`config.mk`:
```
export PLATFORM = sky130hd
export DESIGN_NAME = reg_file_mp
export DESIGN_NICKNAME = d
export VERILOG_FILES = /design/src/rtl/reg_file_mp_pkg.sv /design/src/rtl/reg_file_mp_sync_chain.sv /design/src/rtl/reg_file_mp.sv
export SDC_FILE = /design/constraint.sdc
export NUM_CORES = 1
export LEC_CHECK = 0
export BUFFER_PORTS_ARGS = -buffer_cell sky130_fd_sc_hd__buf_4
export CAP_MARGIN = 10
export CORE_ASPECT_RATIO = 0.7
export CORE_UTILIZATION = 49
export DETAILED_ROUTE_END_ITERATION = 6
export PLACE_DENSITY = 0.75
export REMOVE_ABC_BUFFERS = 1
export SYNTH_ARGS = -nofsm -noshare
export SYNTH_HDL_FRONTEND = slang
export SYNTH_SLANG_ARGS = --single-unit
```
`constraint.sdc`:
```
create_clock -name clk -period 1.5 [get_ports clk]
set_input_delay 0.225 -clock clk [delete_from_list [all_inputs] [get_ports clk]]
set_output_delay 0.225 -clock clk [all_outputs]
set_load 0.02 [all_outputs]
```
`src/rtl/reg_file_mp_pkg.sv`:
```
// rtl/reg_file_mp_pkg.sv - shared types and address helpers for reg_file_mp
package reg_file_mp_pkg;

    // Clear engine states
    typedef enum logic {
        ST_IDLE  = 1'b0,
        ST_CLEAR = 1'b1
    } clr_state_e;

    // Default geometry of the classic 3-register scratch file
    localparam int DEF_ADDR_W    = 2;

    // Number of writable storage registers for a given address width
    function automatic int calc_nregs(input int addr_w);
        return (1 << addr_w) - 1;
    endfunction

    // The top address is the read-only user slot
    function automatic int calc_user_addr(input int addr_w);
        return (1 << addr_w) - 1;
    endfunction

    localparam int DEF_NREGS     = calc_nregs(DEF_ADDR_W);
    localparam int DEF_USER_ADDR = calc_user_addr(DEF_ADDR_W);

endpackage

```
`src/rtl/reg_file_mp_sync_chain.sv`:
```
// rtl/reg_file_mp_sync_chain.sv - parametrised flop pipeline for external inputs
module sync_chain #(
    parameter int DATA_W = 8,
    parameter int STAGES = 2
) (
    input  logic              clk,
    input  logic              rst_n,
    input  logic [DATA_W-1:0] d_i,
    output logic [DATA_W-1:0] q_o
);

    generate
        if (STAGES == 0) begin : g_bypass
            assign q_o = d_i;
        end else begin : g_chain
            logic [DATA_W-1:0] stage_q [STAGES];

            // Shift the input through the stage flops, all cleared on reset
            always_ff @(posedge clk or negedge rst_n) begin
                if (!rst_n) begin
                    for (int i = 0; i < STAGES; i++) begin
                        stage_q[i] <= '0;
                    end
                end else begin
                    stage_q[0] <= d_i;
                    for (int i = 1; i < STAGES; i++) begin
                        stage_q[i] <= stage_q[i-1];
                    end
                end
            end

            assign q_o = stage_q[STAGES-1];
        end
    endgenerate

endmodule

```
`src/rtl/reg_file_mp.sv`:
```
// rtl/reg_file_mp.sv - multi-port register file with user slot and clear engine
module reg_file_mp
    import reg_file_mp_pkg::*;
#(
    parameter int DATA_W      = 8,
    parameter int ADDR_W      = 2,
    parameter int BYPASS      = 1,
    parameter int SYNC_STAGES = 2
) (
    input  logic              clk,
    input  logic              rst_n,
    input  logic [ADDR_W-1:0] raddr_a,
    output logic [DATA_W-1:0] rdata_a,
    input  logic [ADDR_W-1:0] raddr_b,
    output logic [DATA_W-1:0] rdata_b,
    input  logic              we,
    input  logic [ADDR_W-1:0] waddr,
    input  logic [DATA_W-1:0] wdata,
    output logic              wr_ok,
    input  logic              clr,
    output logic              busy,
    input  logic [DATA_W-1:0] user_in
);

    localparam int                NREGS     = calc_nregs(ADDR_W);
    localparam logic [ADDR_W-1:0] USER_ADDR = ADDR_W'(calc_user_addr(ADDR_W));
    localparam logic [ADDR_W-1:0] LAST_IDX  = ADDR_W'(NREGS - 1);

    logic [DATA_W-1:0] regs_q [NREGS];
    logic [DATA_W-1:0] regs_d [NREGS];
    clr_state_e        state_q, state_d;
    logic [ADDR_W-1:0] idx_q, idx_d;
    logic              busy_q, busy_d;
    logic              clear_en;
    logic [DATA_W-1:0] user_sync;

    sync_chain #(
        .DATA_W (DATA_W),
        .STAGES (SYNC_STAGES)
    ) u_user_sync (
        .clk   (clk),
        .rst_n (rst_n),
        .d_i   (user_in),
        .q_o   (user_sync)
    );

    // A write is taken only when the clear engine is neither running nor starting
    assign wr_ok = we & ~busy_q & ~clr & (waddr != USER_ADDR);
    assign busy  = busy_q;

    // Clear FSM: next state, next index and the per-cycle clear strobe
    always_comb begin
        state_d  = state_q;
        idx_d    = idx_q;
        clear_en = 1'b0;
        case (state_q)
            ST_IDLE: begin
                if (clr) begin
                    state_d = ST_CLEAR;
                    idx_d   = '0;
                end
            end
            ST_CLEAR: begin
                clear_en = 1'b1;
                if (idx_q == LAST_IDX) begin
                    state_d = ST_IDLE;
                    idx_d   = '0;
                end else begin
                    idx_d = idx_q + 1'b1;
                end
            end
            default: begin
                state_d = ST_IDLE;
                idx_d   = '0;
            end
        endcase
        busy_d = (state_d == ST_CLEAR);
    end

    // Clear FSM state, index and busy flag
    always_ff @(posedge clk or negedge rst_n) begin
        if (!rst_n) begin
            state_q <= ST_IDLE;
            idx_q   <= '0;
            busy_q  <= 1'b0;
        end else begin
            state_q <= state_d;
            idx_q   <= idx_d;
            busy_q  <= busy_d;
        end
    end

    // Storage next state: the clear engine and the write port never overlap
    always_comb begin
        for (int i = 0; i < NREGS; i++) begin
            regs_d[i] = regs_q[i];
            if (clear_en && (idx_q == ADDR_W'(i))) begin
                regs_d[i] = '0;
            end else if (wr_ok && (waddr == ADDR_W'(i))) begin
                regs_d[i] = wdata;
            end
        end
    end

    // Storage registers
    always_ff @(posedge clk or negedge rst_n) begin
        if (!rst_n) begin
            for (int i = 0; i < NREGS; i++) begin
                regs_q[i] <= '0;
            end
        end else begin
            for (int i = 0; i < NREGS; i++) begin
                regs_q[i] <= regs_d[i];
            end
        end
    end

    // Read port A: user slot by default, storage by address, optional bypass
    always_comb begin
        rdata_a = user_sync;
        for (int i = 0; i < NREGS; i++) begin
            if (raddr_a == ADDR_W'(i)) begin
                rdata_a = regs_q[i];
            end
        end
        if ((BYPASS != 0) && wr_ok && (raddr_a == waddr)) begin
            rdata_a = wdata;
        end
    end

    // Read port B: same structure as port A
    always_comb begin
        rdata_b = user_sync;
        for (int i = 0; i < NREGS; i++) begin
            if (raddr_b == ADDR_W'(i)) begin
                rdata_b = regs_q[i];
            end
        end
        if ((BYPASS != 0) && wr_ok && (raddr_b == waddr)) begin
            rdata_b = wdata;
        end
    end

endmodule

```
==> flow_summary.json, run 1 <==
{
  "status": "complete, but fails checks",
  "violations": "negative setup slack",
  "clock_path_buffers": 2,
  "worstMarginPinSlew_ns": 0.537,
  "start_util_pct": 53.5,
  "skew_ns": 0.00551,
  "die_y_um": 57.9,
  "io_pins": 44,
  "drc": 0,
  "htree_levels": 2,
  "worstPathRequired_ns": 1.27,
  "rows": 19,
  "crit_type": "flip-flop to output pin",
  "syn_to_final_growth_pct": 34.1,
  "grt_remaining_overflow": 0,
  "drive_gt1_share_pct": 46.2,
  "irDropWorstVdd_mv": 0.925,
  "top_usage_layer": "met2",
  "fin_area_um2": 2930,
  "relSlewSlack_pct": 64.2,
  "numCtsBuffers": 5,
  "arrival_ns": 1.75,
  "fin_crit_sh_pct": 132,
  "avgRoutedWirePerCell_um": 19.1,
  "cts.sinks": 43,
  "die_x_um": 81.8,
  "power_frac_seq_pct": 43.2,
  "drv_cap": 0,
  "diodes": 0,
  "fin_crit_ns": 1.98,
  "cp_max_fo": 8,
  "drv_slew": 0,
  "first_pass_iters": 4,
  "wirelength_mm": 5.30,
  "grt_pass1_wl_mm": 8.30,
  "intPower_mw": 2.28,
  "max_freq_mhz": 505,
  "clockPowerShare_pct": 21.2,
  "critPathSlowestCell": "dfrtp_1",
  "core_um2": 4090,
  "rsz0062_at_grt": "yes",
  "reg2reg_slack_ns": -0.44,
  "cp_slowest_stage_delay_ns": 0.43,
  "power_frac_comb_pct": 35.6,
  "grt_max_degree": 44,
  "use_met1_pct": 32.4,
  "p_switching_mw": 1.06,
  "switching_share_pct": 31.8,
  "p_leak_nw": 1.48,
  "placement.io_buffers": 43,
  "clk_latency_ns": 0.29,
  "path_cells": "nor3b_4, nand4_2, buf_6, mux2_1, buf_6",
  "layout_setup_ws_ns": -0.480,
  "gp_congestion": 0.799,
  "postSynthCellCount": 162,
  "root_buffer": "clkbuf_8",
  "hold_slack_ns": 0.0322,
  "use_met3_pct": 7.24,
  "die-area_um2": 4740,
  "ant_nets": 0,
  "vias": 1610,
  "setup_violations": 25,
  "syn_area_um2": 2190,
  "met2_usage_pct": 42.6,
  "place_ws_ns": -0.213,
  "placed_area_um2": 2650,
  "cp-start-kind": "flip-flop",
  "drt_iter0_markers": 59,
  "synth.avg_cell_area_um2": 13.5,
  "grt_usage_pct": 25.5,
  "seq_area_frac_synth_pct": 49.2,
  "n_fill_cell": 287,
  "first_global_vias": 1639,
  "ys_warn_count": 0,
  "power_density_nw_per_um2": 1140,
  "ys_types": 18,
  "place_hpwl_mm": 3.69,
  "setup.worst_path.end_class": "output pin",
  "report.final.hold_viol_count": 0,
  "antenna_found_initial": 0,
  "min_path_type": "input pin to flip-flop",
  "crit_path_frequent_cell": "buf_6",
  "ys_ff_latch": 43,
  "vias_per_cell": 5.81,
  "final_nets": 250,
  "clkTransAtPathRegs_ns": 0.08,
  "cts_tree": "yes"
}
-- worst max-delay path: cells and delay by family (launching register included) --
kind / cells / cell delay [ns]
buffers and inverters: 2 / 0.32
muxes: 1 / 0.33
DFF: 1 / 0.43
and+or+nand+nor: 2 / 0.38
-- path summary, 6_finish.rpt --
kind / depth (start not counted) / startpoint / to
worst min-delay path: 1 / user_in[3] / u_user_sync.g_chain.stage_q[11]
worst max-delay path: 5 / busy / rdata_a[2]
worst max register to register: 8 / busy / regs_q[17]
min in group asynchronous: 2 / rst_n / u_user_sync.g_chain.stage_q[8]
worst min register to register: 0 / u_user_sync.g_chain.stage_q[13] / u_user_sync.q_o[5]
max in group asynchronous: 2 / rst_n / u_user_sync.q_o[2]
-- metrics by stage --
stage | utilization [%] | total power, mW | setup TNS [ns] | cells
floorplan | - | 1.97 | -4.39 | 153
global placement | 64.7 | 2.37 | -2.63 | 263
global route | 71.7 | 3.52 | -12.56 | 277
CTS | 69.4 | 3.21 | -9.90 | 275
finish | 71.7 | 3.34 | -11.04 | 277
detailed placement | 64.7 | 2.42 | -3.86 | 263
-- layout make-up --
class | count | area (µm²) | area share, %
inverters | 8 | 30.0 | 1.02
well taps | 52 | 65.1 | 2.22
flip-flops and latches | 43 | 1080 | 36.7
multi-input cells | 102 | 1090 | 37.3
clock inverters | 1 | 5.00 | 0.171
clock buffers | 7 | 76.3 | 2.60
repair buffers | 64 | 586 | 20.0
-- power groups by stage --
stage	Sequential [mW]	Combinational, mW	Clock, mW
2_1_floorplan	1.43	0.536	0
6_report	1.44	1.19	0.707
3_5_place_dp	1.46	0.958	0
4_1_cts	1.44	1.05	0.721
3_3_place_gp	1.43	0.934	0
5_1_grt	1.46	1.28	0.778
-- cell usage after synthesis (all sizes together) --
| cell | n | area (µm²) |
|---|---|---|
| buf | 4 | 20.0 |
| inv | 8 | 30.0 |
| mux2 | 16 | 180 |
| nor2 | 1 | 3.75 |
| xnor2 | 4 | 35.0 |
| nor3b | 1 | 12.5 |
| nand2 | 29 | 109 |
| mux2i | 24 | 240 |
| nand4 | 2 | 25.0 |
| or3b | 2 | 17.5 |
| nand3b | 4 | 30.0 |
| a21oi | 1 | 5.00 |
| nor2b | 1 | 6.26 |
| mux4 | 16 | 360 |
| clkbuf | 5 | 18.8 |
| dfrtp | 43 | 1080 |
| nor3 | 1 | 16.3 |
-- flip-flops by register name, summed over array words and instances (netlist names) --
register	flops
busy	1
idx_q	2
u_user_sync.g_chain.stage_q	8
u_user_sync.q_o	8
regs_q	24
-- logic make-up after synthesis --
family	count (synthesis)	share of synthesized area, %
multiplexers	56	35.7
flip-flops	43	49.2
AND/OR/NAND/NOR	41	10.1
buffers and inverters	17	3.15
XOR/XNOR	4	1.60
AO/OA/AOI/OAI	1	0.229
-- placed cells by master (no fill, tap or decap), drive strengths merged --
master / n
buf: 63
mux2: 16
dlygate4sd3: 1
a21oi: 1
or3b: 2
nand3b: 4
xnor2: 4
nor2: 1
mux2i: 24
clkbuf: 7
dfrtp: 43
mux4: 16
inv: 8
nor2b: 1
nand4: 2
nor3b: 1
nand2: 29
nor3: 1
clkinv: 1
-- what timing repair did --
item / 4_1_cts / 5_1_grt
endpoints found under the setup margin: 25 / 39
buffers inserted: 3 / 3
gates resized for setup: 20 / 18
gates cloned: 0 / 0
pin swaps: 2 / 0
hold buffers: 1 / 0
hold endpoints to repair: 43 / 0
-- metal layers --
layer  share of wire [%]  wire length [µm]
met5                   0                 0
met4                 1.0                54
met3                 8.0               422
met2                  50              2630
met1                  41              2190
No activity file was read; power rests on OpenSTA's default activity.
==> run 2, diff against run 1 <==
--- a/config.mk
+++ b/config.mk
@@ -7,5 +7,5 @@
 export LEC_CHECK = 0
 export BUFFER_PORTS_ARGS = -buffer_cell sky130_fd_sc_hd__buf_4
-export CAP_MARGIN = 10
+export CAP_MARGIN = 25
 export CORE_ASPECT_RATIO = 0.7
 export CORE_UTILIZATION = 49
==> constraint.sdc (replaced) <==
create_clock -name clk -period 1.5 [get_ports clk]
set_input_delay 0.15 -clock clk [delete_from_list [all_inputs] [get_ports clk]]
set_output_delay 0.15 -clock clk [all_outputs]
set_load 0.02 [all_outputs]
==> flow_summary.json, run 2 (synthesis results as in run 1) <==
{
  "layout_setup_ws_ns": -0.393,
  "drt_iter0_markers": 122,
  "grt_remaining_overflow": 0,
  "fin_area_um2": 2970,
  "core_um2": 4090,
  "placed_area_um2": 2630,
  "power_density_nw_per_um2": 1110,
  "start_util_pct": 53.5,
  "placement.io_buffers": 43,
  "first_global_vias": 1681,
  "die_x_um": 81.8,
  "whs_path_depth": 3,
  "setup_tns_ns": -7.59,
  "layout_commonest_cell": "dfrtp_1",
  "diodes": 0,
  "max_freq_mhz": 528,
  "die_y_um": 57.9,
  "antenna_found_initial": 0,
  "path_buf_inv": 2,
  "clk_latency_ns": 0.30,
  "root_buffer": "clkbuf_8",
  "cts.sinks": 43,
  "crit_family": "flip-flops",
  "irDropWorstVdd_mv": 0.719,
  "crit_type": "flip-flop to output pin",
  "rows": 19,
  "worstPathRequired_ns": 1.35,
  "fin_crit_sh_pct": 126,
  "io_pins": 44,
  "place_hpwl_mm": 3.66,
  "grt_usage_pct": 26.7,
  "cp_slowest_stage_delay_ns": 0.41,
  "fin_crit_ns": 1.89,
  "die-area_um2": 4740,
  "drv_cap": 0,
  "drive_gt1_share_pct": 45.3,
  "vias_per_cell": 5.70,
  "setup.worst_path.end_class": "output pin",
  "rsz0062_at_grt": "yes",
  "clock_path_buffers": 2,
  "ant_nets": 0,
  "clkTransAtPathRegs_ns": 0.08,
  "syn_to_final_growth_pct": 36.0,
  "use_met3_pct": 6.14,
  "gp_congestion": 0.769,
  "numCtsBuffers": 5,
  "path_cells": "nor3b_4, nand4_2, buf_8, mux2_4, buf_6",
  "htree_levels": 2,
  "top_usage_layer": "met1",
  "cp-start-kind": "flip-flop",
  "final_nets": 251,
  "grt_pass1_wl_mm": 8.87,
  "use_met1_pct": 39.7,
  "n_fill_cell": 283,
  "violations": "negative setup slack",
  "layout_common_cells": "43 x dfrtp_1, 33 x buf_4, 29 x nand2_1",
  "grt_max_degree": 44,
  "hold_slack_ns": 0.151,
  "avgRoutedWirePerCell_um": 19.0,
  "worstMarginPinSlew_ns": 0.537,
  "report.final.hold_viol_count": 0,
  "status": "complete, but fails checks",
  "cp_max_fo": 8,
  "largest_register_ffs": 24,
  "regMostFlops": "regs_q",
  "relSlewSlack_pct": 64.2,
  "min_path_type": "input pin to flip-flop",
  "cts_tree": "yes",
  "first_pass_iters": 4,
  "drv_slew": 0,
  "skew_ns": 0.00376,
  "drc": 0,
  "met2_usage_pct": 39.3,
  "p_leak_nw": 1.49,
  "setup_violations": 25,
  "vias": 1578,
  "r2r_cells": 6,
  "critPathSlowestCell": "dfrtp_1",
  "arrival_ns": 1.74,
  "path_depth": 5,
  "wirelength_mm": 5.27
}
## run 2: cell type report
cell class                 count  area, µm²  share of cell area (%)
multi-input combinational    102       1110                    37.3
sequential                    43       1080                    36.2
timing repair buffer          65        604                    20.3
clock buffer                   6       82.6                    2.78
tap                           52       65.1                    2.19
inverter                       8       30.0                    1.01
clock inverter                 1       5.00                   0.168
## run 2: power breakdown
group,internal (mW),total [mW],switching (mW)
combinational,0.574,1.12,0.547
sequential,1.32,1.44,0.120
clock,0.361,0.737,0.376
## run 2: final timing paths
check                                                     start                         endpoint  slack [ns]
min in group asynchronous                                 rst_n  u_user_sync.g_chain.stage_q[15]        0.38
worst max register to register                             busy                       regs_q[22]       -0.19
max in group asynchronous                                 rst_n                       regs_q[20]        0.74
worst max-delay path                                       busy                       rdata_a[4]       -0.39
worst min-delay path                                   wdata[0]                        regs_q[0]        0.15
worst min register to register  u_user_sync.g_chain.stage_q[10]               u_user_sync.q_o[2]        0.35
## run 2: tightest hold or removal path, cell delays in order
cell     delay (ns)
buf_4          0.12
inv_1          0.07
mux2i_1        0.06
## run 2: what timing repair did
item | in CTS | in global routing
setup buffers | 3 | 0
hold buffers | 9 | 0
gates resized for setup | 43 | 2
hold endpoints to repair | 51 | 0
setup endpoints to repair | 25 | 41
pin swaps | 4 | 0
## run 2: per-stage QoR
stage               setup WS [ns]  power [mW]  std cells  utilization (%)
floorplan                  -0.164        1.97        153                -
global placement          -0.0779        2.36        260             64.2
detailed placement         -0.134        2.40        260             64.2
CTS                        -0.379        3.33        279             73.1
global route               -0.449        3.47        277             72.7
finish                     -0.393        3.30        277             72.7
## run 2: routing by layer
metal	share of wire, %	vias up
li1	-	700
met1	44	812
met2	48	61
met3	7.1	5
met4	0.72	0
met5	0	-
==> run 3, diff against run 2 <==
- CORE_ASPECT_RATIO: 0.7 -> 1.4
==> flow_summary.json, run 3 (synthesis results as in run 1) <==
{
  "path_cells": "nor3b_4, nand4_2, buf_6, mux2_4, buf_6",
  "diodes": 0,
  "path_buf_inv": 2,
  "crit_family": "simple AND/OR/NAND/NOR gates",
  "vias_per_cell": 5.60,
  "first_pass_iters": 4,
  "wl_met3_um": 282,
  "gp_congestion": 0.859,
  "arrival_ns": 1.78,
  "placement.io_buffers": 43,
  "start_util_pct": 51.6,
  "cp_max_fo": 5,
  "core_um2": 4240,
  "crit_path_frequent_cell": "buf_6",
  "vias": 1624,
  "place_inst": 268,
  "drc": 0,
  "crit_type": "flip-flop to output pin",
  "wl_met2_mm": 2.93,
  "min_path_type": "input pin to flip-flop",
  "first_global_vias": 1804,
  "die-area_um2": 4740,
  "relSlewSlack_pct": 64.1,
  "grt_remaining_overflow": 0,
  "die_x_um": 58.4,
  "drt_iter0_markers": 37,
  "fin_crit_ns": 1.93,
  "die_y_um": 81.0,
  "rsz0062_at_grt": "yes",
  "regMostFlops": "regs_q",
  "max_freq_mhz": 519,
  "cp-start-kind": "flip-flop",
  "largest_register_ffs": 24,
  "cts_tree": "yes",
  "setup.worst_path.end_class": "output pin",
  "layout_common_cells": "43 x dfrtp_1, 37 x buf_4, 29 x nand2_1",
  "worstPathRequired_ns": 1.35,
  "wirelength_mm": 5.47,
  "power_density_nw_per_um2": 1130,
  "status": "complete, but fails checks",
  "grt_pass1_wl_mm": 8.52,
  "root_buffer": "clkbuf_8",
  "layout_commonest_cell": "dfrtp_1",
  "rows": 28,
  "violations": "negative setup slack",
  "grt_usage_pct": 25.6,
  "placed_area_um2": 2640,
  "numCtsBuffers": 5,
  "irDropWorstVdd_mv": 0.847,
  "place_hpwl_mm": 3.69,
  "drive_gt1_share_pct": 46.1,
  "p_leak_nw": 1.52,
  "io_pins": 44,
  "antenna_found_initial": 0,
  "avgRoutedWirePerCell_um": 18.8,
  "final_nets": 256,
  "drv_cap": 0,
  "skew_ns": 0.00311,
  "final_cell_count_no_fill": 290,
  "clkTransAtPathRegs_ns": 0.08,
  "cp_slowest_stage_delay_ns": 0.42,
  "layout_setup_ws_ns": -0.427,
  "grt_max_degree": 44,
  "clock_path_buffers": 2,
  "fin_crit_sh_pct": 128,
  "highest_layer": "met4",
  "final_util_pct": 71.2,
  "met1_length_mm": 2.01,
  "setup_violations": 25,
  "ant_nets": 0,
  "cts.sinks": 43,
  "htree_levels": 2,
  "worstMarginPinSlew_ns": 0.539,
  "drv_slew": 0,
  "syn_to_final_growth_pct": 38.1,
  "finalPower_mw": 3.41,
  "fin_area_um2": 3020,
  "clk_latency_ns": 0.29,
  "report.final.hold_viol_count": 0,
  "critPathSlowestCell": "dfrtp_1"
}
-- run 3: worst paths after layout --
| check | slack (ns) | from | depth (start not counted) | to |
|---|---|---|---|---|
| worst max-delay path | -0.43 | busy | 5 | rdata_a[0] |
| worst min-delay path | 0.16 | wdata[4] | 3 | regs_q[12] |
| worst max register to register | -0.30 | busy | 7 | regs_q[16] |
| worst min register to register | 0.35 | u_user_sync.g_chain.stage_q[8] | 0 | u_user_sync.q_o[0] |
| max in group asynchronous | 0.75 | rst_n | 2 | u_user_sync.q_o[1] |
| min in group asynchronous | 0.38 | rst_n | 2 | u_user_sync.q_o[6] |
-- run 3: per-stage QoR --
stage | setup WS [ns] | hold slack, ns | setup TNS (ns)
after floorplan | -0.164 | -0.146 | -3.16
after detailed placement | -0.150 | 0.168 | -2.40
final | -0.427 | 0.165 | -9.05
after global placement | -0.0631 | 0.162 | -0.879
after CTS | -0.407 | 0.158 | -7.59
after global routing | -0.487 | 0.182 | -10.59
-- run 3: final cells by class --
cell class	instances	area [µm²]
Clock buffer	6	82.6
Multi-Input combinational cell	102	1100
Fill cell	299	1220
Timing Repair Buffer	70	647
Sequential cell	43	1080
Inverter	8	30.0
Tap cell	60	75.1
Clock inverter	1	5.00
-- run 3: layer usage --
layer	global-route usage (%)	vias to the layer above
met5	0	-
met1	27.8	826
met4	18.1	0
li1	-	709
met2	43.0	63
met3	6.85	26
-- run 3: power by group --
group	internal, mW	switching, mW
Combinational	0.664	0.573
Sequential	1.32	0.119
Clock	0.361	0.372
Total	2.34	1.06
-- run 3: what timing repair did --
action | CTS | global route
hold buffers | 9 | 0
pin swaps | 3 | 3
buffers inserted | 1 | 5
hold endpoints to repair | 51 | 0
gates resized for setup | 34 | 6
setup endpoints to repair | 25 | 27
-- run 3: worst reg2reg max path, stage by stage, from the launching register on --
cell and delay (ns):
dfrtp_1 0.42, buf_4 0.14, buf_4 0.12, buf_6 0.12
or3b_4 0.39, nor3_4 0.17, buf_6 0.16, mux2i_1 0.19
